--- src/rtl/audio_pkg.sv ---
// rtl/audio_pkg.sv - shared sample types, constants and the signed-to-offset-binary helper for the audio feeder
package audio_pkg;

   localparam int AUDIO_BITDEPTH = 12;

   typedef logic signed [AUDIO_BITDEPTH-1:0] sample_t;

   // Offset-binary code for a zero-amplitude sample (DAC output at half scale)
   localparam logic [AUDIO_BITDEPTH-1:0] AUDIO_MIDSCALE = {1'b1, {(AUDIO_BITDEPTH-1){1'b0}}};

   // Two's complement to offset binary is a flip of the sign bit; bits is the sample width
   function automatic logic [31:0] signed_to_offset(input logic [31:0] d, input int unsigned bits);
      return d ^ (32'd1 << (bits - 1));
   endfunction

endpackage

--- src/rtl/audio_sync_fifo.sv ---
// rtl/audio_sync_fifo.sv - synchronous FIFO with combinational head, full/empty flags and occupancy count
module audio_sync_fifo #(
   parameter int  WIDTH = 12,
   parameter int  DEPTH = 16,
   localparam int AW    = $clog2(DEPTH),
   localparam int LW    = AW + 1
) (
   input  logic             clk,
   input  logic             rst_n,
   input  logic             push,
   input  logic [WIDTH-1:0] wdata,
   input  logic             pop,
   output logic [WIDTH-1:0] rdata,
   output logic             full,
   output logic             empty,
   output logic [LW-1:0]    level
);

   logic [WIDTH-1:0] mem_q [DEPTH];
   logic [AW-1:0]    wr_q, wr_d;
   logic [AW-1:0]    rd_q, rd_d;
   logic [LW-1:0]    lvl_q, lvl_d;

   // Caller guarantees no push when full and no pop when empty; pointers wrap by power-of-two overflow
   always_comb begin
      wr_d  = wr_q;
      rd_d  = rd_q;
      lvl_d = lvl_q;
      if (push) wr_d = wr_q + 1'b1;
      if (pop)  rd_d = rd_q + 1'b1;
      case ({push, pop})
         2'b10:   lvl_d = lvl_q + 1'b1;
         2'b01:   lvl_d = lvl_q - 1'b1;
         default: lvl_d = lvl_q;
      endcase
   end

   // Pointer and occupancy registers
   always_ff @(posedge clk or negedge rst_n) begin
      if (!rst_n) begin
         wr_q  <= '0;
         rd_q  <= '0;
         lvl_q <= '0;
      end else begin
         wr_q  <= wr_d;
         rd_q  <= rd_d;
         lvl_q <= lvl_d;
      end
   end

   // Sample storage; contents are don't-care until written
   always_ff @(posedge clk) begin
      if (push) mem_q[wr_q] <= wdata;
   end

   assign rdata = mem_q[rd_q];
   assign full  = (lvl_q == LW'(DEPTH));
   assign empty = (lvl_q == '0);
   assign level = lvl_q;

endmodule

--- src/rtl/audio_sample_feeder.sv ---
// rtl/audio_sample_feeder.sv - buffers CPU samples and feeds offset-binary PCM plus sample strobe to the DAC (volume option: AUDIO_SAMPLE_FEEDER_VOLUME_EN)
module audio_sample_feeder
   import audio_pkg::*;
#(
   parameter int  BITDEPTH   = AUDIO_BITDEPTH,
   parameter int  FIFO_DEPTH = 16,
   parameter int  DIV_WIDTH  = 16,
   localparam int LW         = $clog2(FIFO_DEPTH) + 1
) (
   input  logic                 clk,
   input  logic                 rst,
   input  logic [DIV_WIDTH-1:0] divider,
   input  logic                 in_valid,
   output logic                 in_ready,
   input  logic [BITDEPTH-1:0]  in_data,
   input  logic                 clr_underrun,
`ifdef AUDIO_SAMPLE_FEEDER_VOLUME_EN
   input  logic [7:0]           volume,
`endif
   output logic [BITDEPTH-1:0]  pcm,
   output logic                 sample_clock,
   output logic [LW-1:0]        fifo_level,
   output logic                 underrun
);

   localparam logic [BITDEPTH-1:0] PCM_MIDSCALE = {1'b1, {(BITDEPTH-1){1'b0}}};

   logic [DIV_WIDTH-1:0]       cnt_q, cnt_d;
   logic                       tick;
   logic                       tick_q;
   logic                       sclk_q;
   logic [BITDEPTH-1:0]        pcm_q, pcm_d;
   logic                       und_q, und_d;
   logic                       fifo_full, fifo_empty;
   logic                       push, pop;
   logic [BITDEPTH-1:0]        head;
   logic signed [BITDEPTH-1:0] scaled;

   // Tick fires while the counter sits at zero, so the first one follows reset release immediately
   assign tick     = (cnt_q == '0) && (divider != '0);
   assign in_ready = !fifo_full;
   assign push     = in_valid && !fifo_full;
   assign pop      = tick && !fifo_empty;

   // Down-counter reloaded from divider on each tick; a stopped divider parks it at zero
   always_comb begin
      cnt_d = cnt_q;
      if (divider == '0) begin
         cnt_d = '0;
      end else if (cnt_q == '0) begin
         cnt_d = divider;
      end else begin
         cnt_d = cnt_q - 1'b1;
      end
   end

`ifdef AUDIO_SAMPLE_FEEDER_VOLUME_EN
   logic [8:0]                 gain;
   logic signed [BITDEPTH+8:0] product;

   // Gain is clamped to unity (128) and applied as a signed multiply with arithmetic /128
   always_comb begin
      gain    = (volume > 8'd128) ? 9'd128 : {1'b0, volume};
      product = $signed(head) * $signed(gain);
      scaled  = BITDEPTH'(product >>> 7);
   end
`else
   assign scaled = head;
`endif

   // New PCM only when a sample was actually popped; an empty tick holds the last value
   always_comb begin
      pcm_d = pcm_q;
      if (pop) pcm_d = BITDEPTH'(signed_to_offset(32'(scaled), BITDEPTH));
   end

   // Sticky underrun: an empty tick wins over a clear in the same cycle
   always_comb begin
      und_d = und_q;
      if (tick && fifo_empty) begin
         und_d = 1'b1;
      end else if (clr_underrun) begin
         und_d = 1'b0;
      end
   end

   // Strobe lags the PCM update by one cycle so the DAC sees settled data on its capture edge
   always_ff @(posedge clk or negedge rst) begin
      if (!rst) begin
         cnt_q  <= '0;
         tick_q <= 1'b0;
         sclk_q <= 1'b0;
         pcm_q  <= PCM_MIDSCALE;
         und_q  <= 1'b0;
      end else begin
         cnt_q  <= cnt_d;
         tick_q <= tick;
         sclk_q <= tick_q;
         pcm_q  <= pcm_d;
         und_q  <= und_d;
      end
   end

   audio_sync_fifo #(
      .WIDTH (BITDEPTH),
      .DEPTH (FIFO_DEPTH)
   ) u_fifo (
      .clk   (clk),
      .rst_n (rst),
      .push  (push),
      .wdata (in_data),
      .pop   (pop),
      .rdata (head),
      .full  (fifo_full),
      .empty (fifo_empty),
      .level (fifo_level)
   );

   assign pcm          = pcm_q;
   assign sample_clock = sclk_q;
   assign underrun     = und_q;

endmodule
--- config.mk ---
export PLATFORM = sky130hd
export DESIGN_NAME = audio_sample_feeder
export DESIGN_NICKNAME = d
export VERILOG_FILES = /design/src/rtl/audio_pkg.sv /design/src/rtl/audio_sync_fifo.sv /design/src/rtl/audio_sample_feeder.sv
export SDC_FILE = /design/constraint.sdc
export NUM_CORES = 1
export LEC_CHECK = 0
export ABC_AREA = 1
export CAP_MARGIN = 5
export CORE_MARGIN = 4
export CORE_UTILIZATION = 62
export CTS_BUF_LIST = sky130_fd_sc_hd__clkbuf_8
export CTS_CLUSTER_DIAMETER = 60
export DETAILED_ROUTE_END_ITERATION = 7
export HOLD_SLACK_MARGIN = 0.06
export PLACE_DENSITY = 0.84
export SYNTH_ARGS = -nofsm -noshare
export SYNTH_HDL_FRONTEND = slang
export SYNTH_SLANG_ARGS = --single-unit
--- constraint.sdc ---
create_clock -name clk -period 3.02 [get_ports clk]
set_input_delay 0.906 -clock clk [delete_from_list [all_inputs] [get_ports clk]]
set_output_delay 0.906 -clock clk [all_outputs]
set_load 0.03 [all_outputs]
After elaboration in Yosys (flattened, before gate mapping)
Memories as Yosys holds them, arrays and structs flattened.
Cells that the tools add are included.
{ "totals": {"regBits": 44, "ramBits": 192, "inputBits": 32, "output_inout_bits": 20, "wordCells": 37, "n_memories": 1} }
{ "mem_list": {"columns": ["name", "depth", "word_bits", "read_ports", "rd_ports_with_merged_regs", "write_ports", "line", "source"], "rows": [
  ["u_fifo.mem_q", 16, 12, 1, 0, 1, "audio_sync_fifo.sv:19", "logic [WIDTH-1:0] mem_q [DEPTH];"]
]} }
{ "classes": {"addsub": 5, "eq_ne": 3, "n_mux": 7, "bitwise_logic": 1, "n_reduce_logical": 12} }
{ "op_table": {"columns": ["cell", "count"], "rows": [
  ["16-bit zero test", 2],
  ["16-bit 2-to-1 mux", 2],
  ["16-bit nonzero test", 1],
  ["16-bit by 1-bit subtractor with 16-bit output (second input constant)", 1],
  ["5-bit case mux with 2 select lines", 1],
  ["4-bit by 1-bit adder with 4-bit output (second input constant)", 2],
  ["5-bit by 1-bit adder with 5-bit output (second input constant)", 1],
  ["5-bit == test (second input constant)", 1],
  ["5-bit zero test", 1],
  ["5-bit by 1-bit subtractor with 5-bit output (second input constant)", 1],
  ["1-bit logical AND", 4],
  ["1-bit 2-to-1 mux", 4],
  ["2-bit nonzero test", 2],
  ["2-bit by 1-bit == test with 1-bit output (second input constant)", 1],
  ["2-bit == test (second input constant)", 1],
  ["1-bit zero test", 2],
  ["1-bit NOT", 1]
]} }

Longest topological paths before layout
Gate-level depths: netlist of the first run.
{ "depth": {"word_depth": 5, "ltp_mapped": 18, "mapped_depth_nobuf": 17} }

Cells and area by module
From an unflattened synthesis of the first run, not the netlist that was laid out.
{ "hier_totals": {"cells_unflattened": 982, "hier_area_um2": 10503.8} }
{ "by_module_without_submodules": {"columns": ["module", "instances", "cells_each", "area_per_inst_um2", "seq_area_each_um2"], "rows": [
  ["audio_sync_fifo", 1, 721, 8660.8, 6090.8],
  ["audio_sample_feeder", 1, 261, 1843.0, 777.0]
]} }

Worst setup path after synthesis of the first run
Ideal clock, no wire load.
{ "synth_timing": {"kind": "register to register", "from": "register u_fifo.lvl_q[1], in the netlist u_fifo.level[1]", "to": "register u_fifo.lvl_q[4], in the netlist u_fifo.level[4]", "setup_ns": 0.117, "t_arrival_ns": 2.709, "required_ns": 2.903, "slack_ns": 0.194, "stages_incl_launch_ff": 15, "n_path_buf": 1, "period_less_slack_ns": 2.826, "path_cell_list": "dfrtp_1 > nor2_1 > nand4_1 > nand2_1 > clkbuf_1 > ha_1 > xor2_1 > ha_1 > inv_1 > nand2_1 > nand3_1 > nand3_1 > nand2_1 > nand2_1 > nand2_1"} }
{ "synth_via": {"elab_chain_len": 5, "elab_cells_between_ends": 12, "cone_classes": "add/sub: 2; eq/ne: 3; mux: 1; reduce/logical: 6"} }
{ "synth_lines": {"columns": ["element", "line", "source"], "rows": [
  ["start: declaration", "audio_sync_fifo.sv:22", "logic [LW-1:0] lvl_q, lvl_d;"],
  ["start signal: assignment", "audio_sync_fifo.sv:47", "lvl_q <= lvl_d;"],
  ["5-bit == test (*)", "audio_sync_fifo.sv:57", "assign full = (lvl_q == LW'(DEPTH));"],
  ["1-bit zero test (*)", null, null],
  ["via in_ready", "audio_sample_feeder.sv:14", "output logic in_ready,"],
  ["1-bit logical AND (*)", "audio_sample_feeder.sv:42", "assign push = in_valid && !fifo_full;"],
  ["2-bit by 1-bit == test with 1-bit output / 2-bit == test (equally long branches)", "audio_sync_fifo.sv:31", "case ({push, pop})"],
  ["5-bit case mux with 2 select lines / 2-bit nonzero test (equally long branches)", null, null]
]} }
Mark *: on every way through the listed nets, which the timed path passes. The rest lies on a longest branch.
A chain may end at the register's enable or synchronous reset.

Worst setup path in the final report of the first run
{ "layout_timing": {"from": "register u_fifo.lvl_q[1], in the netlist u_fifo.level[1]", "to": "output in_ready"} }
{ "layout_via": {"elab_chain_len": 2} }
{ "layout_lines": {"columns": ["element", "line", "source"], "rows": [
  ["5-bit == test", "audio_sync_fifo.sv:57", null],
  ["1-bit zero test", "audio_sample_feeder.sv:41", "assign in_ready = !fifo_full;"],
  ["end: declaration", "audio_sample_feeder.sv:14", null]
]} }
No other way between the ends.

==> results of run 1 <==
-- cells in the final DEF, fill, tap and decap left out, types with 2 or more instances in the layout --
cell and instances:
inv_1 175, edfxtp_1 192, nor2_1 49, inv_6 2, nor2_2 4, xnor2_1 4
o21ai_1 6, inv_2 11, nand3_1 160, o21ai_0 13, nand2_1 353, xor2_1 13
buf_4 38, dfrtp_1 42, clkbuf_8 38, nor3_2 12, nand4_1 4, a21oi_1 5
nand2_2 2, inv_8 2, clkinv_1 8, nor3_1 2, clkdlybuf4s50_1 50, ha_1 9
bufinv_16 2, clkinv_2 9
-- synth_stat cells, types with 9 or more instances --
library cell / count / area [um2]
nor2_1: 49 / 183.9
inv_1: 166 / 623.1
buf_2: 14 / 70.07
xor2_1: 13 / 113.9
nor3_1: 14 / 70.07
edfxtp_1: 192 / 5766
clkbuf_1: 20 / 75.07
dfrtp_1: 43 / 1076
ha_1: 9 / 112.6
nand2_1: 353 / 1325
nand3_1: 160 / 800.8
o21ai_0: 13 / 65.06
inv_2: 11 / 41.29
-- area by class of cell --
type                       instances  area [um2]  share of cell area
timing repair buffer              90       810.8             0.06560
clock inverter                    31       203.9             0.01650
tap                              220       275.3             0.02227
multi-input combinational        647        3008              0.2434
sequential                       236        6869              0.5558
clock buffer                      38       523.0             0.04232
inverter                         178       669.4             0.05416
-- power by group --
group          internal, uW  switching [uW]
combinational           403             756
sequential             3880             175
clock                  1380            1280
-- state kept, by name, indices dropped and copies added (netlist names) --
signal,flops
cnt_q,16
pcm,12
sample_clock,1
tick_q,1
u_fifo.level,5
u_fifo.mem_q,192
u_fifo.rd_q,4
u_fifo.wr_q,4
underrun,1
-- cell families (layout without fill, tap and decap cells) --
family,count (synthesis),after routing,share of synthesized area
compound gates,26,26,0.01253
xor+xnor,17,17,0.01393
fa+ha+maj,9,9,0.01054
buf+inv,223,337,0.08149
flops,236,236,0.6427
simple gates,595,595,0.2388
-- metal layers --
metal | up-vias | global-route usage
met5 | - | 0
met4 | 0 | 0.1087
met3 | 68 | 0.05249
met2 | 371 | 0.4028
met1 | 3641 | 0.3353
li1 | 3724 | -
-- path summary, 6_finish.rpt --
kind,start,end,slack [ns],cells past startpoint
setup / recovery,u_fifo.level[1]$_DFFE_PN0P_,in_ready,0.24,3
hold / removal,tick_q$_DFF_PN0_,sample_clock$_DFF_PN0_,0.36,0
setup reg to reg,cnt_q[0]$_DFF_PN0_,u_fifo.level[3]$_DFFE_PN0P_,0.33,15
hold reg to reg,tick_q$_DFF_PN0_,sample_clock$_DFF_PN0_,0.36,0
max in group asynchronous,rst,u_fifo.rd_q[0]$_DFFE_PN0P_,1.82,1
min in group asynchronous,rst,cnt_q[14]$_DFF_PN0_,0.51,1
-- metrics by stage --
| step | hold WS [ns] | TNS (ns) | std cells | setup WS (ns) |
|---|---|---|---|---|
| final | 0.3620 | 0 | 1440 | 0.2362 |
| after global routing | 0.3747 | 0 | 1440 | 0.06584 |
| after CTS | 0.3597 | 0 | 1440 | 0.2069 |
| after detailed placement | 0.3497 | -0.6424 | 1371 | -0.2367 |
| after global placement | 0.3373 | -0.4061 | 1371 | -0.1536 |
| after floorplan | 0.3312 | 0 | 1106 | 0.1941 |
==> impl_results.md, run 1 <==
- First-pass GRT wire length: 38,580 um
- Critical path buffer and inverter count: 1
- DIE HEIGHT: between 100 and 150 um
- Mapped cell area: 0.01069 mm2
- Row cnt: 47
- Cell variety after synth: 35
- Final Util: 0.7374
- Sink Count: 236
- Sequential area share after synthesis: 0.6427
- Worst Skew: 0.01996 ns
- Layout cells sized above 1: 0.1074
- WL final: 24,200 um
- Routed Antenna Nets: 0
- Min-Delay Path Class: register to register
- Diode count: 0
- Critical path's largest stage delay: about 0.62 ns
- Syn_area_per_cell: 9.662 um2
- Synth warnings: 0
- Placer Congestion: 0.8461
- Final Hold Violating Endpoints: 0
- Routed met1 length: 9804 um
- CTS tree: built
- Die ar.: between 0.015 and 0.02 mm2
- Hold Buf Count CTS: 0
- IO Port Bufs: 51
- RSZ-0062 raised after global routing: false
- Via count: roughly 8,000
- Main synth FF type: edfxtp_1
- Delay-heaviest family, CP: buffers and inverters
- Vias in the first global route: 7,706
- Critical Path Start Type: register
- Placed inst area: 0.01163 mm2
- Power density over cell area: 636.8 mW/mm2
- CTS Buf Count: 38
- Root buf cell: clkbuf_8
- Initial DRC count: 957
- Fill cell count: 1,083
- Die width: roughly 140 um
- Worst Tran Pin Value: 0.9731 ns
- Power, Total: 7871 uW
- Avg WL per Cell: 16.80 um
- Status: finished, final reports clean
- Vias/cell: 5.419
- Period utilisation layout: 0.9218
- Longest Clk Path Bufs: 3
- Pre-Repair DR Iteration Count: 7
- Initial Util: 0.6376
- Post_cts resized: 0
- Post-synth EDFFs: 192
- Post-DP HPWL: 14,090 um
- Worst path slowest cell: clkdlybuf4s50_1
- Max Used Layer: met4
- Max Freq: 359.2 MHz
- Tmin final: 2.784 ns
- Design area: about 0.012 mm2
- Final nets: 1,232
- Synth Register Bits: 236
- Aggregate global-route resource usage: 0.2508
- Routed met2 length: 11,500 um
- Critical Path RT: approximately 2.1 ns
- CP max FO: 5
- Max IR drop VDD: 464.0 uV
- DRC Markers: 0
- Initial antenna violation count: 0
- CTS H-Tree Depth: 2
- Lkg Pwr: about 0.0056 uW
- Worst path cell trace: nor2_1 -> nand4_1 -> clkdlybuf4s50_1
- Syn-to-layout area delta: 15.65%
- Relative slew slack: 0.3512
- CP arrival: 1.88 ns
- Asr flop ratio synth: 0.1864
- Cell count after synthesis: 1,106
- Worst-skew pair later-pin latency: 0.55 ns
- Clock-pin slew on the worst setup and hold paths: 0.06 ns
- Kind of critical path: register to output pin
- Core Region: around 0.017 mm2
- Endpoints failing setup: 0
- Post-CTS setup buffers: 0
- Grt total ovfl: 0
- Pins over their slew limit: 0
- Synth Net Count: ~1,100
- Number of I/O pins: 52
- Worst setup EP type: output pin
- Met3 WL: between 2000 and 2500 um
- Max Cap Violations: 0
- Pin count of the biggest net entering global routing: 100
Power figures use the tool's default switching activity.
==> run 2, diff against run 1 <==
--- a/config.mk
+++ b/config.mk
@@ -11,6 +11,7 @@
 export CORE_UTILIZATION = 62
 export CTS_BUF_LIST = sky130_fd_sc_hd__clkbuf_8
 export CTS_CLUSTER_DIAMETER = 60
+export CTS_CLUSTER_SIZE = 14
 export DETAILED_ROUTE_END_ITERATION = 7
 export HOLD_SLACK_MARGIN = 0.06
 export PLACE_DENSITY = 0.84
==> impl_results.md, run 2 (synthesis results as in run 1) <==
- Multi-input gate area: 0.003008 mm2 (unchanged)
- Setup TNS: 0 ns (unchanged)
- Grt total ovfl: 0 (unchanged)
- Kind of critical path: register to output pin (unchanged)
- Longest Clk Path Bufs: 3 (unchanged)
- Final nets: 1,214 (was 1,232)
- Critical path's largest stage delay: 0.62 ns (about the same)
- Initial DRC count: 1,005 (was 957)
- Sink Count: 236 (unchanged)
- Post_cts resized: 0 (unchanged)
- Pin count of the biggest net entering global routing: 100 (unchanged)
- Row cnt: 47 (unchanged)
- Reg2reg end: u_fifo.level[3]$_DFFE_PN0P_ (unchanged)
- Pre-Repair DR Iteration Count: 5 (was 7)
- Worst setup margin: 0.2403 ns (was 0.2362 ns)
- Worst setup EP type: output pin (unchanged)
- Min-Delay Path Class: register to register (unchanged)
- Fill cell count: 1,145 (was 1,083)
- Max Cap Violations: 0 (unchanged)
- Period utilisation layout: 0.9204 (was 0.9218)
- Via count: 7,619 (was 7,804)
- Die width: 139.3 um (unchanged)
- Sequential cell area: 0.006869 mm2 (unchanged)
- Endpoints failing setup: 0 (unchanged)
- Aggregate global-route resource usage: 0.2439 (was 0.2508)
- Status: finished, final reports clean (unchanged)
- Initial antenna violation count: 0 (unchanged)
- Syn-to-layout area delta: 12.18% (was 15.65%)
- Lkg Pwr: 0.005375 uW (was 0.005557 uW)
- IO Port Bufs: 51 (unchanged)
- Worst Skew: 0.02001 ns (was 0.01996 ns)
- DRC Markers: 0 (unchanged)
- Final Hold Violating Endpoints: 0 (unchanged)
- Most frequent cells in the layout: nand2_1, edfxtp_1, inv_1, nand3_1, clkdlybuf4s50_1 (unchanged)
- CTS Buf Count: 20 (was 38)
- CP max FO: 5 (unchanged)
- Root buf cell: clkbuf_8 (unchanged)
- Top reg by flops: u_fifo.mem_q (unchanged)
- Number of I/O pins: 52 (unchanged)
- RSZ-0062 raised after global routing: false (unchanged)
- Die ar.: 0.01940 mm2 (unchanged)
- Vias in the first global route: 7,365 (was 7,706)
- R2R Setup Slk: 0.34 ns (was 0.33 ns)
- Routed Antenna Nets: 0 (unchanged)
- Max IR drop VDD: 487.3 uV (was 464.0 uV)
- Clock-pin slew on the worst setup and hold paths: 0.09 ns (was 0.06 ns)
- Worst Tran Pin Value: 0.9943 ns (was 0.9731 ns)
- Worst R2R Start: cnt_q[0]$_DFF_PN0_ (unchanged)
- Diode count: 0 (unchanged)
- CTS tree: built (unchanged)
- Placer Congestion: 0.8461 (unchanged)
- Initial Util: 0.6376 (unchanged)
- Vias/cell: 5.415 (was 5.419)
- Pins over their slew limit: 0 (unchanged)
- Max reg flops: 192 (unchanged)
- Critical Path RT: 2.11 ns (about the same)
- Hold Buf Count CTS: 0 (unchanged)
- Max Freq: 359.7 MHz (was 359.2 MHz)
- DP Worst Slack: -0.2367 ns (unchanged)
- Avg WL per Cell: 16.74 um (was 16.80 um)
- Post-DP HPWL: 14,090 um (unchanged)
- CP arrival: 1.87 ns (was 1.88 ns)
- Hold path depth: 0 (unchanged)
- Worst-skew pair later-pin latency: 0.53 ns (was 0.55 ns)
- WL final: 23,560 um (was 24,200 um)
- Post-CTS setup buffers: 0 (unchanged)
- Worst path cell trace: nor2_1 -> nand4_1 -> clkdlybuf4s50_1 (unchanged)
- DIE HEIGHT: 139.3 um (unchanged)
- Critical path buffer and inverter count: 1 (unchanged)
- Delay-heaviest family, CP: buffers and inverters (unchanged)
- Power density over cell area: 573.0 mW/mm2 (was 636.8 mW/mm2)
- Worst path slowest cell: clkdlybuf4s50_1 (unchanged)
- Hold Path End: sample_clock$_DFF_PN0_ (unchanged)
- Hold wc startpoint: tick_q$_DFF_PN0_ (unchanged)
- Tmin final: 2.780 ns (was 2.784 ns)
- Relative slew slack: 0.3371 (was 0.3512)
- First-pass GRT wire length: 37,830 um (was 38,580 um)
- Layout cells sized above 1: 0.08509 (was 0.1074)
- Power, Total: 6869 uW (was 7871 uW)
- Core Region: 0.01676 mm2 (unchanged)
- Critical Path Start Type: register (unchanged)
- CTS H-Tree Depth: 1 (was 2)
- Worst reg-to-reg path cell count: 15 (unchanged)
- Commonest non-fill, non-tap cell in the layout: nand2_1 (unchanged)
run 2: cell type report:
cell class / count / share of cell area
Sequential cell: 236 / 0.5730
Multi-Input combinational cell: 647 / 0.2509
Timing Repair Buffer: 90 / 0.06763
Inverter: 178 / 0.05584
Clock buffer: 22 / 0.02526
Tap cell: 220 / 0.02296
Clock inverter: 14 / 0.004384
run 2: stage by stage:
stage               utilization  instance area [um2]  hold WS (ns)  cells
finish                   0.7153                11990        0.3558   1407
global route             0.7153                11990        0.3739   1407
CTS                      0.7153                11990        0.3508   1407
detailed placement       0.6941                11630        0.3497   1371
global placement         0.6941                11630        0.3373   1371
floorplan                     -                10690        0.3312   1106
run 2: layer usage:
layer / global-route usage / routed length (um)
met5: 0 / 0
met4: 0.08496 / 706
met1: 0.3469 / 9770
met2: 0.3949 / 11240
met3: 0.03019 / 1843
run 2: how the worst max path moves through the flow:
stage                                           start  slack, ns                          end  cells after the start
final                     u_fifo.level[1]$_DFFE_PN0P_       0.24                     in_ready                      3
after global routing               cnt_q[0]$_DFF_PN0_       0.06  u_fifo.level[4]$_DFFE_PN0P_                     16
after CTS                 u_fifo.level[0]$_DFFE_PN0P_       0.21                     in_ready                      3
after detailed placement                  divider[10]      -0.24  u_fifo.level[3]$_DFFE_PN0P_                     16
after global placement                    divider[10]      -0.15  u_fifo.level[4]$_DFFE_PN0P_                     17
after floorplan           u_fifo.level[1]$_DFFE_PN0P_       0.19  u_fifo.level[4]$_DFFE_PN0P_                     14
run 2: report_power, final:
group          switching, uW  internal (uW)  leakage [uW]  total, uW
Clock                    998            674      0.000233       1670
Combinational            749            403       0.00286       1150
Sequential               173           3870       0.00229       4050
==> run 3, diff against run 2 <==
--- a/config.mk
+++ b/config.mk
@@ -7,6 +7,7 @@
 export LEC_CHECK = 0
 export ABC_AREA = 1
 export CAP_MARGIN = 5
+export CORE_ASPECT_RATIO = 0.9
 export CORE_MARGIN = 4
 export CORE_UTILIZATION = 62
 export CTS_BUF_LIST = sky130_fd_sc_hd__clkbuf_8
==> impl_results.md, run 3 (synthesis results as in run 1) <==
- Placed instance count: 1,362 (was 1,371)
- DRC Markers: 0 (unchanged)
- Pins over their slew limit: 0 (unchanged)
- Worst Tran Pin Value: 1.093 ns (was 0.9943 ns)
- Critical Path Start Type: primary input (was register)
- RSZ-0062 raised after global routing: false (unchanged)
- CP dominant cell by count: nand2_1
- Worst-skew pair later-pin latency: 0.51 ns (was 0.53 ns)
- Relative slew slack: 0.2712 (was 0.3371)
- Critical path's largest stage delay: 0.49 ns (was 0.62 ns)
- Routed met2 length: 11,330 um (was 11,240 um)
- Routed Antenna Nets: 0 (unchanged)
- Row cnt: 45 (was 47)
- Status: finished, final reports clean (unchanged)
- CP max FO: 4 (was 5)
- Commonest non-fill, non-tap cell in the layout: nand2_1 (unchanged)
- Clock-pin slew on the worst setup and hold paths: 0.09 ns (about the same)
- Via count: 7,665 (was 7,619)
- Worst path cell trace: clkdlybuf4s50_1 -> nor2_1 -> nand2_1 -> nor2_1 -> nand2_1 -> inv_1 -> nor3_2 -> ha_1 -> buf_4 -> nor2_1 -> nor2_1 -> a21boi_0 -> nand2_1 -> nand2_1 -> nand3_1 -> nand2_1 (was nor2_1 -> nand4_1 -> clkdlybuf4s50_1)
- Routed met1 length: 9369 um (was 9770 um)
- Pre-Repair DR Iteration Count: 5 (unchanged)
- Worst reg-to-reg path cell count: 15 (unchanged)
- Met3 WL: 2041 um (was 1843 um)
- Lkg Pwr: 0.005384 uW (was 0.005375 uW)
- Post-CTS setup buffers: 0 (unchanged)
- Endpoints failing setup: 0 (unchanged)
- Vias in the first global route: 7,136 (was 7,365)
- Core Region: 0.01689 mm2 (was 0.01676 mm2)
- Number of I/O pins: 52 (unchanged)
- R2R Setup Slk: 0.29 ns (was 0.34 ns)
- Die width: 146.4 um (was 139.3 um)
- Final nets: 1,214 (unchanged)
- Non-Filler Instances: 1,398 (was 1,407)
- Die ar.: 0.01940 mm2 (about the same)
- Grt total ovfl: 0 (unchanged)
- Critical path buffer and inverter count: 3 (was 1)
- Power density over cell area: 570.7 mW/mm2 (was 573.0 mW/mm2)
- Worst Skew: 0.01346 ns (was 0.02001 ns)
- CTS tree: built (unchanged)
- Layout cells sized above 1: 0.08509 (unchanged)
- Max Used Layer: met4 (unchanged)
- Top reg by flops: u_fifo.mem_q (unchanged)
- Max Freq: 359.0 MHz (was 359.7 MHz)
- Reg2reg end: u_fifo.level[3]$_DFFE_PN0P_ (unchanged)
- Worst path slowest cell: clkdlybuf4s50_1 (unchanged)
- End point of the critical path: u_fifo.level[3]$_DFFE_PN0P_ (was in_ready)
- CP arrival: 3.19 ns (was 1.87 ns)
- Critical Path RT: 3.43 ns (was 2.11 ns)
- Initial antenna violation count: 0 (unchanged)
- Root buf cell: clkbuf_8 (unchanged)
- IO Port Bufs: 51 (unchanged)
- Pin count of the biggest net entering global routing: 100 (unchanged)
- Max reg flops: 192 (unchanged)
- Hold Buf Count CTS: 0 (unchanged)
- Vias/cell: 5.483 (was 5.415)
- Power, Total: 6832 uW (was 6869 uW)
- Initial DRC count: 845 (was 1,005)
- Design area: 0.01197 mm2 (was 0.01199 mm2)
- Initial Util: 0.6327 (was 0.6376)
- Syn-to-layout area delta: 12.02% (was 12.18%)
- Min-Delay Path Class: register to register (unchanged)
- Avg WL per Cell: 16.66 um (was 16.74 um)
- Aggregate global-route resource usage: 0.2331 (was 0.2439)
- DIE HEIGHT: 132.6 um (was 139.3 um)
- Tmin final: 2.786 ns (was 2.780 ns)
- Max IR drop VDD: 463.3 uV (was 487.3 uV)
- Placed inst area: 0.01162 mm2 (was 0.01163 mm2)
- Post-DP HPWL: 14,210 um (was 14,090 um)
- Max Cap Violations: 0 (unchanged)
- Kind of critical path: primary input to register (was register to output pin)
- WL final: 23,290 um (was 23,560 um)
- Worst Setup SP: divider[15] (was u_fifo.level[1]$_DFFE_PN0P_)
- CTS H-Tree Depth: 1 (unchanged)
- Period utilisation layout: 0.9224 (was 0.9204)
- Number of cells on the critical path: 16 (was 3)
- Worst setup EP type: register (was output pin)
- Final Hold Violating Endpoints: 0 (unchanged)
- Hold Worst Slack: 0.3547 ns (was 0.3558 ns)
- Placer Congestion: 0.8592 (was 0.8461)
- Longest Clk Path Bufs: 3 (unchanged)
- Delay-heaviest family, CP: simple AND/OR/NAND/NOR gates (was buffers and inverters)
- Worst R2R Start: cnt_q[0]$_DFF_PN0_ (unchanged)
- Fill cell count: 1,173 (was 1,145)
- Diode count: 0 (unchanged)
- Sink Count: 236 (unchanged)
- First-pass GRT wire length: 35,980 um (was 37,830 um)
- Most frequent cells in the layout: nand2_1, edfxtp_1, inv_1, nand3_1, clkdlybuf4s50_1 (unchanged)
- Final Util: 0.7087 (was 0.7153)
- CTS Buf Count: 20 (unchanged)
-- run 3: changes by cell type in the layout (fill, tap and decap cells not counted) --
cell	before	now
clkbuf_8	22	21
inv_1	180	181
nor3_1	2	1
nor3_2	12	13
-- run 3: repair_timing --
action                     4_1_cts  5_1_grt
gates resized for setup          0        1
setup endpoints to repair        0        1
hold endpoints to repair         0        0
-- run 3: stage by stage --
| stage | setup TNS [ns] | setup WS, ns |
|---|---|---|
| final | 0 | 0.2345 |
| after CTS | 0 | 0.1914 |
| after detailed placement | -0.7347 | -0.3317 |
| after global placement | -0.2860 | -0.1134 |
| after global routing | 0 | 0.05426 |
| after floorplan | 0 | 0.1941 |
-- run 3: cell type report --
type | instances | area [um2] | area share
clock inverter | 15 | 56.30 | 0.004703
clock buffer | 21 | 289.0 | 0.02414
sequential | 236 | 6869 | 0.5738
multi-input combinational | 647 | 3013 | 0.2517
inverter | 178 | 669.4 | 0.05592
timing repair buffer | 90 | 810.8 | 0.06773
tap | 211 | 264.0 | 0.02205
-- run 3: power breakdown --
group | leakage, uW | switching (uW) | total, uW | internal, uW
registers | 0.00229 | 176 | 4050 | 3870
logic | 0.00287 | 764 | 1170 | 408
clock network | 0.000231 | 963 | 1610 | 647
-- run 3: worst min-delay path by stage --
stage,to,depth (start not counted),start,slack [ns]
global placement,sample_clock$_DFF_PN0_,0,tick_q$_DFF_PN0_,0.34
finish,sample_clock$_DFF_PN0_,0,tick_q$_DFF_PN0_,0.35
floorplan,sample_clock$_DFF_PN0_,0,tick_q$_DFF_PN0_,0.33
detailed placement,sample_clock$_DFF_PN0_,0,tick_q$_DFF_PN0_,0.33
global route,sample_clock$_DFF_PN0_,0,tick_q$_DFF_PN0_,0.36
CTS,sample_clock$_DFF_PN0_,0,tick_q$_DFF_PN0_,0.36
-- run 3: per-layer routing --
layer	GRT usage	up-vias
met5	0	-
met1	0.3195	3616
li1	-	3675
met4	0.06426	0
met3	0.03973	42
met2	0.3908	332
